### config.mk
export PLATFORM = sky130hd
export DESIGN_NAME = deser8_demux_flat
export DESIGN_NICKNAME = d
export VERILOG_FILES = /design/src/rtl/deser8_demux_if.sv /design/src/rtl/deser8_demux.sv /design/src/flat_wrapper.sv
export SDC_FILE = /design/constraint.sdc
export NUM_CORES = 1
export LEC_CHECK = 0
export CAP_MARGIN = 15
export CELL_PAD_IN_SITES_DETAIL_PLACEMENT = 1
export CELL_PAD_IN_SITES_GLOBAL_PLACEMENT = 1
export CORE_MARGIN = 4
export CORE_UTILIZATION = 42
export CTS_CLUSTER_SIZE = 14
export DETAILED_ROUTE_END_ITERATION = 8
export GPL_ROUTABILITY_DRIVEN = 0
export PLACE_DENSITY = 0.9
export SLEW_MARGIN = 20
export SYNTH_ARGS = -nofsm -noshare
export SYNTH_HDL_FRONTEND = slang
export SYNTH_SLANG_ARGS = --single-unit
### constraint.sdc
create_clock -name clk -period 2.5 [get_ports clk]
set_input_delay 0.375 -clock clk [delete_from_list [all_inputs] [get_ports clk]]
set_output_delay 0.375 -clock clk [all_outputs]
set_load 0.05 [all_outputs]
### src/rtl/deser8_demux_if.sv
// Serial bit stream in, rebuilt 8-bit word and frame status out.
// The master side drives the serial bits and the slave side receives them.
interface deser8_demux_if;
    logic       din;
    logic       din_valid;
    logic       sof;
    logic [0:7] W;
    logic       word_valid;
    logic       frame_err;
    logic       busy;
    logic [2:0] sel;

    modport master (
        output din, din_valid, sof,
        input  W, word_valid, frame_err, busy, sel
    );

    modport slave (
        input  din, din_valid, sof,
        output W, word_valid, frame_err, busy, sel
    );
endinterface

### src/rtl/deser8_demux.sv
// Purpose: rebuild 8-bit words from a mux-serialized stream, and flag restarted or stalled frames.
// Latency: W and word_valid update on the edge that samples bit 7, which is 8 cycles after sof with no gaps.
// Backpressure: none; one bit is accepted per din_valid cycle, and a gap of TIMEOUT idle cycles aborts the frame.
module deser8_demux #(
    parameter int unsigned TIMEOUT = 16
) (
    input  logic          clk,
    input  logic          rst,
    deser8_demux_if.slave bus
);

    typedef enum logic {IDLE, RECV} state_t;

    localparam logic [7:0] TIMEOUT_L = 8'(TIMEOUT);

    state_t     state, state_nxt;
    logic [2:0] idx, idx_nxt;
    logic [7:0] timer, timer_nxt, timer_inc;
    logic [0:7] shadow, shadow_nxt;
    logic [0:7] word, word_nxt;
    logic       word_valid_q, word_valid_nxt;
    logic       frame_err_q, frame_err_nxt;

    // Saturating increment; the abort normally fires well before the top value.
    assign timer_inc = (timer == 8'hFF) ? timer : timer + 8'd1;

    always_ff @(posedge clk) begin
        if (rst) begin
            state        <= IDLE;
            idx          <= 3'd0;
            timer        <= 8'd0;
            shadow       <= 8'd0;
            word         <= 8'd0;
            word_valid_q <= 1'b0;
            frame_err_q  <= 1'b0;
        end else begin
            state        <= state_nxt;
            idx          <= idx_nxt;
            timer        <= timer_nxt;
            shadow       <= shadow_nxt;
            word         <= word_nxt;
            word_valid_q <= word_valid_nxt;
            frame_err_q  <= frame_err_nxt;
        end
    end

    always_comb begin
        state_nxt      = state;
        idx_nxt        = idx;
        timer_nxt      = timer;
        shadow_nxt     = shadow;
        word_nxt       = word;
        word_valid_nxt = 1'b0;
        frame_err_nxt  = 1'b0;

        case (state)
            IDLE: begin
                timer_nxt = 8'd0;
                if (bus.din_valid && bus.sof) begin
                    shadow_nxt[0] = bus.din;
                    idx_nxt       = 3'd1;
                    state_nxt     = RECV;
                end
            end

            RECV: begin
                if (bus.din_valid) begin
                    timer_nxt = 8'd0;
                    if (bus.sof) begin
                        // A restart drops the partial frame and makes this bit index 0.
                        frame_err_nxt = 1'b1;
                        shadow_nxt[0] = bus.din;
                        idx_nxt       = 3'd1;
                    end else begin
                        shadow_nxt[idx] = bus.din;
                        idx_nxt         = idx + 3'd1;
                        if (idx == 3'd7) begin
                            word_nxt       = {shadow[0:6], bus.din};
                            word_valid_nxt = 1'b1;
                            state_nxt      = IDLE;
                        end
                    end
                end else begin
                    timer_nxt = timer_inc;
                    if (timer_inc >= TIMEOUT_L) begin
                        frame_err_nxt = 1'b1;
                        idx_nxt       = 3'd0;
                        timer_nxt     = 8'd0;
                        state_nxt     = IDLE;
                    end
                end
            end

            default: begin
                state_nxt = IDLE;
                idx_nxt   = 3'd0;
                timer_nxt = 8'd0;
            end
        endcase
    end

    assign bus.W          = word;
    assign bus.word_valid = word_valid_q;
    assign bus.frame_err  = frame_err_q;
    assign bus.busy       = (state == RECV);
    assign bus.sel        = idx;

endmodule

### src/flat_wrapper.sv
// flat-port wrapper written by rule: the top's interface ports become plain ports
module deser8_demux_flat 
#(
    parameter int unsigned TIMEOUT = 16
)
  (clk, rst, bus_din, bus_din_valid, bus_sof, bus_W, bus_word_valid, bus_frame_err, bus_busy, bus_sel);
  deser8_demux_if bus_i ();
  input  logic clk;
  input  logic rst;
  input wire logic [$bits(bus_i.din)-1:0] bus_din;
  input wire logic [$bits(bus_i.din_valid)-1:0] bus_din_valid;
  input wire logic [$bits(bus_i.sof)-1:0] bus_sof;
  output wire logic [$bits(bus_i.W)-1:0] bus_W;
  output wire logic [$bits(bus_i.word_valid)-1:0] bus_word_valid;
  output wire logic [$bits(bus_i.frame_err)-1:0] bus_frame_err;
  output wire logic [$bits(bus_i.busy)-1:0] bus_busy;
  output wire logic [$bits(bus_i.sel)-1:0] bus_sel;
  assign bus_i.din = bus_din;
  assign bus_i.din_valid = bus_din_valid;
  assign bus_i.sof = bus_sof;
  assign bus_W = bus_i.W;
  assign bus_word_valid = bus_i.word_valid;
  assign bus_frame_err = bus_i.frame_err;
  assign bus_busy = bus_i.busy;
  assign bus_sel = bus_i.sel;
  deser8_demux #(.TIMEOUT(TIMEOUT)) u_core (.clk(clk), .rst(rst), .bus(bus_i));
endmodule
Word-level counts from Yosys, hierarchy flattened --
Cells that the tools add are included.
Storage, ports and cells: flip-flop bits (word level) 30, logic and storage cells 57
Operators by class: add/sub/neg operators 2, order comparisons 3, equality and inequality tests 5, mux-type cells 27, bitwise operators 4, reduce and logical (&&, ||, !) cells 8
Operators with widths (count):
- $mux W8 | 4
- $pmux W8 S2 | 1
- $mux W1 | 12
- $mux W3 | 4
- $add A8 B1 Y8 const B | 1
- $bwmux W8 | 1
- $eq A8 B8 Y1 const B | 1
- $ge A8 B5 Y1 const B | 1
- $mux W7 | 1
- $pmux W3 S2 | 1
- $ge A4 B4 Y1 const B | 1
- $lt A4 B1 Y1 const B | 1
- $not A3 Y4 | 1
- $pmux W1 S2 | 2
- $reduce_and A2 Y1 | 2
- $reduce_and A4 Y1 | 1
- $reduce_or A4 Y1 | 1
- $add A3 B1 Y3 const B | 1
- $demux W1 S3 | 1
- $eq A3 B3 Y1 const B | 1
- $ne A3 B3 Y1 const B | 1
- $not A1 Y1 | 3
- $reduce_and A3 Y1 | 1
- $logic_and A1 B1 Y1 | 2
- 3 further kinds | 3

Longest topological paths before layout --
Gate-level depths: netlist of run 1.
word-level depth 9, gate-level depth with buffers 6, gate-level depth less buffers 5

Worst setup path before layout of run 1 --
OpenSTA, ideal clock, no wires.
kind register to register, start point register u_core.state (netlist: u_core.bus.busy), end point register u_core.shadow[5] in the netlist's numbering, setup time 0.128 ns, arrival time 1.581 ns, required time 2.372 ns, path slack 0.792 ns, cell stages (with the launch flop) 6, path through dfxtp_1 -> clkbuf_1 -> nand4b_1 -> nor3b_1 -> mux2i_1 -> nor2_1
On the way: longest elaborated chain between the ends 1
RTL lines:
- start: declaration | line deser8_demux.sv:16 | state_t state, state_nxt;
- start signal: assignment | line deser8_demux.sv:37 | state <= state_nxt;
- $reduce_and A3 Y1 (no line)
- end signal: assignment | line deser8_demux.sv:40 | shadow <= shadow_nxt;
- end: declaration | line deser8_demux.sv:19 | logic [0:7] shadow, shadow_nxt;
Every way passes these cells. A chain may end at the register's enable or synchronous reset.

Final worst setup path of run 1 --
start point register u_core.idx[2] (netlist: u_core.bus.sel[2]), end point output port bus_sel[2]
RTL lines:
- start: declaration | line deser8_demux.sv:17 | logic [2:0] idx, idx_nxt;
- start signal: assignment | line deser8_demux.sv:38 | idx <= idx_nxt;
- end: declaration | line flat_wrapper.sv:17 | output wire logic [$bits(bus_i.sel)-1:0] bus_sel;
No word-level cell between the ends.

==> qor.txt, run 1 <==
fmax = 463 MHz
cts hold-fix bufs = 0
measured slew at the worst slew-check pin = 0.615 ns
syn_area_per_cell = 9.07 sq um
layout cells sized above 1 = 8.07%
hold path depth = 2
Post-route DRC = 0
CP cell instances = clkdlybuf4s50_1
Setup crit end kind = primary output
Ports = 19
Setup violations, final = 0
postcts setup bufs = 0
die area = 3940 sq um
clock-pin slew on the worst setup and hold paths = 0.09 ns
HP Start = u_core.bus.W[1]
H-Tree Depth = 2
Initial DRC Count = 19
EDFF count, synth = 0
Main synth FF type = dfxtp_1
vias per cell = 5.69
fin util = 56.0%
Overflow after GRT = 0
most common cell in the netlist = dfxtp_1
Final #Nets = 168
Slowest-stage cell, CP = clkdlybuf4s50_1
CTS resizes = 0
Worst EP required = 2.12 ns
CP startpoint kind = flip-flop
total of max-cap violations = 0
Mapped Area = 1260 sq um
RSZ-0062 raised after global routing = false
cell taking the most area after synthesis = dfxtp_1
hpwl dp = 2240 um
Synth cell types = 37
Worst Hold End = u_core.bus.W[1]
Synth top area share = 46.0%
Syn. warnings = 0
max incr delay on CP = 0.88 ns
delay-heaviest family, CP = buffers and inverters
via count = 1,092
Die W = 62.8 um
number of synthesized register bits = 29
initial antenna violation count = 0
vias in the first global route = 1,136
Post-Route WL = 3340 um
CTS tree = done
CP Max Fanout = 11
chip height = 62.8 um
Slew headroom = 59.0%
Slew Limit Fails = 0
Total GRT Usage = 18.6%
ant diodes = 0
status = finished clean
drt wl/cell = 17.4 um
PortBufs = 18
RR Startpoint = u_core.timer[0]
worst r2r path cells = 5
skew final = 0.0165 ns
setup slack, reg-to-reg = 0.57 ns
Pre-antenna DRT Iters = 4
worst r2r dst = u_core.bus.sel[0]
asr flop ratio synth = 0%
Num Clock Sinks = 29
Crit Path Class = flip-flop to primary output
first-pass GRT wire length = 5620 um
pin count of the biggest net entering global routing = 22
Area growth syn-to-layout = 24.5%
clk root buf = clkbuf_4
minimum clock period = 2.16 ns
TritonCTS Buffers = 5
Seq/Total Area, Yosys = 46.0%
Synth area leaders = dfxtp_1, mux2i_1, nand2_1
cell leakage power = 0.615 nW
core area = 2810 sq um
final hold violations = 0
Post-Syn Instances = 139
HP Class = flip-flop to flip-flop
row count = 19
Worst IR Drop VDD = 0.548 mV
part of the cycle the worst path needs = 86.4%
Max Buffers Root-to-Sink = 2
Crit path buffers/inverters = 1
CP Launch Point = u_core.bus.sel[2]
clock latency on the worst-skew pair = 0.34 ns
setup TNS = 0 ns
initial core utilization = 45.0%
top cells by count, synth = dfxtp_1, nand2_1, a21oi_1, nor2_1, mux2i_1
Power per Cell Area = 654 nW/um^2
Critical Path AT = 1.79 ns
DRT antenna net count = 0
==> how the worst max path moves through the flow <==
| stage | to | slack, ns | depth (start not counted) |
|---|---|---|---|
| after floorplan | u_core.shadow[5] | 0.79 | 5 |
| after global placement | u_core.shadow[2] | 0.46 | 5 |
| after detailed placement | u_core.bus.W[5] | 0.41 | 5 |
| after CTS | bus_busy | 0.33 | 1 |
| after global routing | bus_sel[2] | 0.24 | 1 |
| final | bus_sel[2] | 0.34 | 1 |
==> tightest hold or removal path, delay by kind of cell (launching register included) <==
family,cells,cell delay [ns]
flip-flops,1,0.32
AND/OR/NAND/NOR,1,0.05
AO/OA/AOI/OAI,1,0.05
==> power by group <==
group	leakage (nW)	switching, W	total (W)	internal, W
combinational	0.325	0.0000374	0.0000602	0.0000228
sequential	0.236	0.0000124	0.000481	0.000469
clock	0.0552	0.000176	0.000486	0.000309
==> per-layer routing <==
metal | up-vias | routed length [um] | track usage [%]
met5 | - | 0 | 0
met4 | 0 | 53 | 6.06
met3 | 7 | 122 | 6.12
met2 | 28 | 1670 | 33.6
met1 | 524 | 1490 | 20.2
li1 | 533 | - | -
==> per-stage QoR <==
stage | hold WS (ns) | total power (W) | setup WS [ns] | cells | area, sq um
2_1_floorplan | 0.431 | 0.000526 | 0.792 | 142 | 1270
3_3_place_gp | 0.443 | 0.000544 | 0.459 | 184 | 1470
3_5_place_dp | 0.451 | 0.000548 | 0.409 | 184 | 1470
4_1_cts | 0.465 | 0.00103 | 0.327 | 192 | 1570
5_1_grt | 0.479 | 0.00106 | 0.237 | 192 | 1570
6_report | 0.461 | 0.00103 | 0.339 | 192 | 1570
==> flip-flops by register name, summed over array words and instances (netlist names) <==
name                   flops
u_core.bus.W               8
u_core.bus.sel             3
u_core.bus.word_valid      1
u_core.shadow              7
u_core.timer               8
u_core.bus.frame_err       1
u_core.bus.busy            1
==> cell type report <==
class                   count  area (sq um)
repair buffers             19           188
clock buffers               5          37.5
well taps                  31          38.8
inverters                   3          11.3
fillers                   321          1230
clock inverters             3          65.1
flip-flops and latches     29           581
multi-input cells         102           649
==> cell families (layout without fill, tap and decap cells) <==
family          count (synthesis)  count (layout)  synth area share, %
fa+ha+maj                       3               3                 2.98
mux                            10              10                 8.04
compound gates                 26              26                 14.1
buf+inv                        11              30                 3.37
other cells                     1               4                0.297
xor+xnor                        4               4                 2.78
simple gates                   55              55                 22.4
flops                          29              29                 46.0
==> layout by cell type, fill, tap and decap left out, types with 2 or more instances in the layout <==
cell type / Yosys / layout
dfxtp_1: 29 / 29
nand2_1: 18 / 18
clkdlybuf4s50_1: 0 / 18
nor2_1: 11 / 11
a21oi_1: 11 / 11
mux2i_1: 9 / 9
o21ai_0: 5 / 5
clkbuf_4: 0 / 5
nand3_1: 4 / 4
conb_1: 1 / 4
nor2b_1: 3 / 3
inv_1: 3 / 3
nor3_1: 3 / 3
a41o_1: 3 / 3
ha_1: 3 / 3
nand4_1: 2 / 2
and3_1: 2 / 2
xnor2_1: 2 / 2
xor2_1: 2 / 2
nor3b_1: 2 / 2
nand3b_1: 2 / 2
a32oi_1: 2 / 2
bufinv_16: 0 / 2
(Power assumes the default switching activity.)
==> run 2: changes to the inputs <==
- PLACE_DENSITY: 0.9 -> unset
- PLACE_DENSITY_LB_ADDON: unset -> 0.25
==> run 2 against run 1 <==
Design area fell by 1.1%. Critical path depth did not move. Die area did not move. Clock power fell by 18%. Sequential cell count did not move. Fmax fell by 0.67%. Sequential power barely moved. Cell count did not move. Non-clock buffer count did not move. Power fell by 9.0%.
==> qor.txt, run 2 (synthesis results as in run 1) <==
HP Start = u_core.shadow[1]
clk root buf = clkbuf_4
Ports = 19 (unchanged)
Setup violations, final = 0 (unchanged)
Critical Path AT = 1.80 ns (about the same)
Inst Count DP = 184 (unchanged)
ant diodes = 0 (unchanged)
vias per cell = 5.64 (-0.92%)
Final #Nets = 168 (unchanged)
CP startpoint kind = flip-flop
HP Class = flip-flop to flip-flop
clock latency on the worst-skew pair = 0.33 ns (about the same)
Crit path buffers/inverters = 1 (unchanged)
Die W = 62.8 um (unchanged)
drt wl/cell = 15.8 um (-9.0%)
setup slack, reg-to-reg = 0.62 ns (+0.05 ns)
Worst Hold End = u_core.bus.W[1]
DRT antenna net count = 0 (unchanged)
part of the cycle the worst path needs = 87.0% (+0.58 points)
postcts setup bufs = 0 (unchanged)
cts hold-fix bufs = 0 (unchanged)
pin count of the biggest net entering global routing = 22 (unchanged)
Slew headroom = 56.6% (-2.4 points)
Post-route DRC = 0 (unchanged)
Area growth syn-to-layout = 23.1%
Fin Hold WS = 0.463 ns (+0.00249 ns)
total of max-cap violations = 0 (unchanged)
Slew Limit Fails = 0 (unchanged)
initial core utilization = 45.0% (unchanged)
Total GRT Usage = 17.0% (-1.5 points)
Power per Cell Area = 602 nW/um^2 (-7.9%)
CTS resizes = 0 (unchanged)
Initial DRC Count = 38 (+19)
Setup crit end kind = primary output
PortBufs = 18 (unchanged)
CP cell instances = clkdlybuf4s50_1
worst r2r dst = u_core.bus.frame_err
Worst EP required = 2.12 ns (about the same)
Pre-antenna DRT Iters = 4 (unchanged)
post-route insts no fill = 192 (unchanged)
RR Startpoint = u_core.timer[0]
skew final = 0.0141 ns (-0.00240 ns)
H-Tree Depth = 2 (unchanged)
Crit Path Class = flip-flop to primary output
layout cells sized above 1 = 7.45% (-0.62 points)
clock-pin slew on the worst setup and hold paths = 0.09 ns (about the same)
Max Buffers Root-to-Sink = 2 (unchanged)
measured slew at the worst slew-check pin = 0.643 ns (+0.0280 ns)
hpwl dp = 2250 um (+0.43%)
most frequent cells in the layout = dfxtp_1, nand2_1, clkdlybuf4s50_1
Overflow after GRT = 0 (unchanged)
final hold violations = 0 (unchanged)
CTS tree = done
vias in the first global route = 1,126 (-0.88%)
via count = 1,082 (-0.92%)
commonest non-fill, non-tap cell in the layout = dfxtp_1
worst r2r path cells = 5 (unchanged)
cell leakage power = 0.606 nW (-1.6%)
minimum clock period = 2.18 ns (+0.0145 ns)
chip height = 62.8 um (unchanged)
delay-heaviest family, CP = buffers and inverters
Post-Route WL = 3040 um (-9.0%)
Worst IR Drop VDD = 0.503 mV (-8.3%)
row count = 19 (unchanged)
initial antenna violation count = 0 (unchanged)
RSZ-0062 raised after global routing = false
core area = 2810 sq um (unchanged)
CP Max Fanout = 13 (+2)
hold path depth = 2 (unchanged)
first-pass GRT wire length = 5290 um (-5.9%)
status = finished clean
fmax = 460 MHz (-0.67%)
Slowest-stage cell, CP = clkdlybuf4s50_1
setup TNS = 0 ns (unchanged)
TritonCTS Buffers = 5 (unchanged)
Num Clock Sinks = 29 (unchanged)
die area = 3940 sq um (unchanged)
max incr delay on CP = 0.89 ns (about the same)
[run 2: changes by cell type in the layout (fill, tap and decap cells not counted), sizes merged]
cell,change
clkinv,-1
clkbuf,+2
bufinv,-1
[run 2: area by class of cell]
type,count,area [sq um]
clock buffer,7,55.1
clock inverter,1,30.0
fill,333,1250
inverter,3,11.3
multi-input combinational,102,649
sequential,29,581
tap,31,38.8
timing repair buffer,19,188
[run 2: power by group]
group / leakage, nW / switching, W / total (W) / internal [W]
sequential: 0.236 / 0.0000103 / 0.000479 / 0.000469
clock: 0.0455 / 0.000158 / 0.000397 / 0.000239
combinational: 0.325 / 0.0000366 / 0.0000593 / 0.0000227
total: 0.606 / 0.000205 / 0.000935 / 0.000730
[run 2: worst max-delay path by stage]
stage               slack (ns)             from                to  depth (start not counted)
floorplan                 0.79  u_core.bus.busy  u_core.shadow[5]                          5
global placement          0.40    bus_din_valid  u_core.shadow[2]                          5
detailed placement        0.28    bus_din_valid  u_core.shadow[6]                          5
CTS                       0.32  u_core.bus.busy          bus_busy                          1
global route              0.26  u_core.bus.busy          bus_busy                          1
finish                    0.32  u_core.bus.busy          bus_busy                          1
[run 2: stage by stage]
| stage | setup WS [ns] | cell area [sq um] | power [W] | util [%] |
|---|---|---|---|---|
| 5_1_grt | 0.255 | 1550 | 0.000981 | 55.4 |
| 6_report | 0.325 | 1550 | 0.000935 | 55.4 |
| 3_5_place_dp | 0.282 | 1470 | 0.000548 | 52.3 |
| 3_3_place_gp | 0.398 | 1470 | 0.000545 | 52.3 |
| 4_1_cts | 0.323 | 1550 | 0.000948 | 55.4 |
| 2_1_floorplan | 0.792 | 1270 | 0.000526 | - |
[run 2: metal layers]
| metal | vias up | GRT usage (%) | share of wire, % |
|---|---|---|---|
| li1 | 529 | - | - |
| met1 | 525 | 19.9 | 47 |
| met2 | 20 | 27.8 | 47 |
| met3 | 8 | 7.37 | 4.2 |
| met4 | 0 | 5.79 | 2.3 |
| met5 | - | 0 | 0 |
==> run 3: changes to the inputs <==
- TNS_END_PERCENT: unset -> 20
==> results of run 3 <==
Final layout, timing and power as in run 2 (identical DEF).
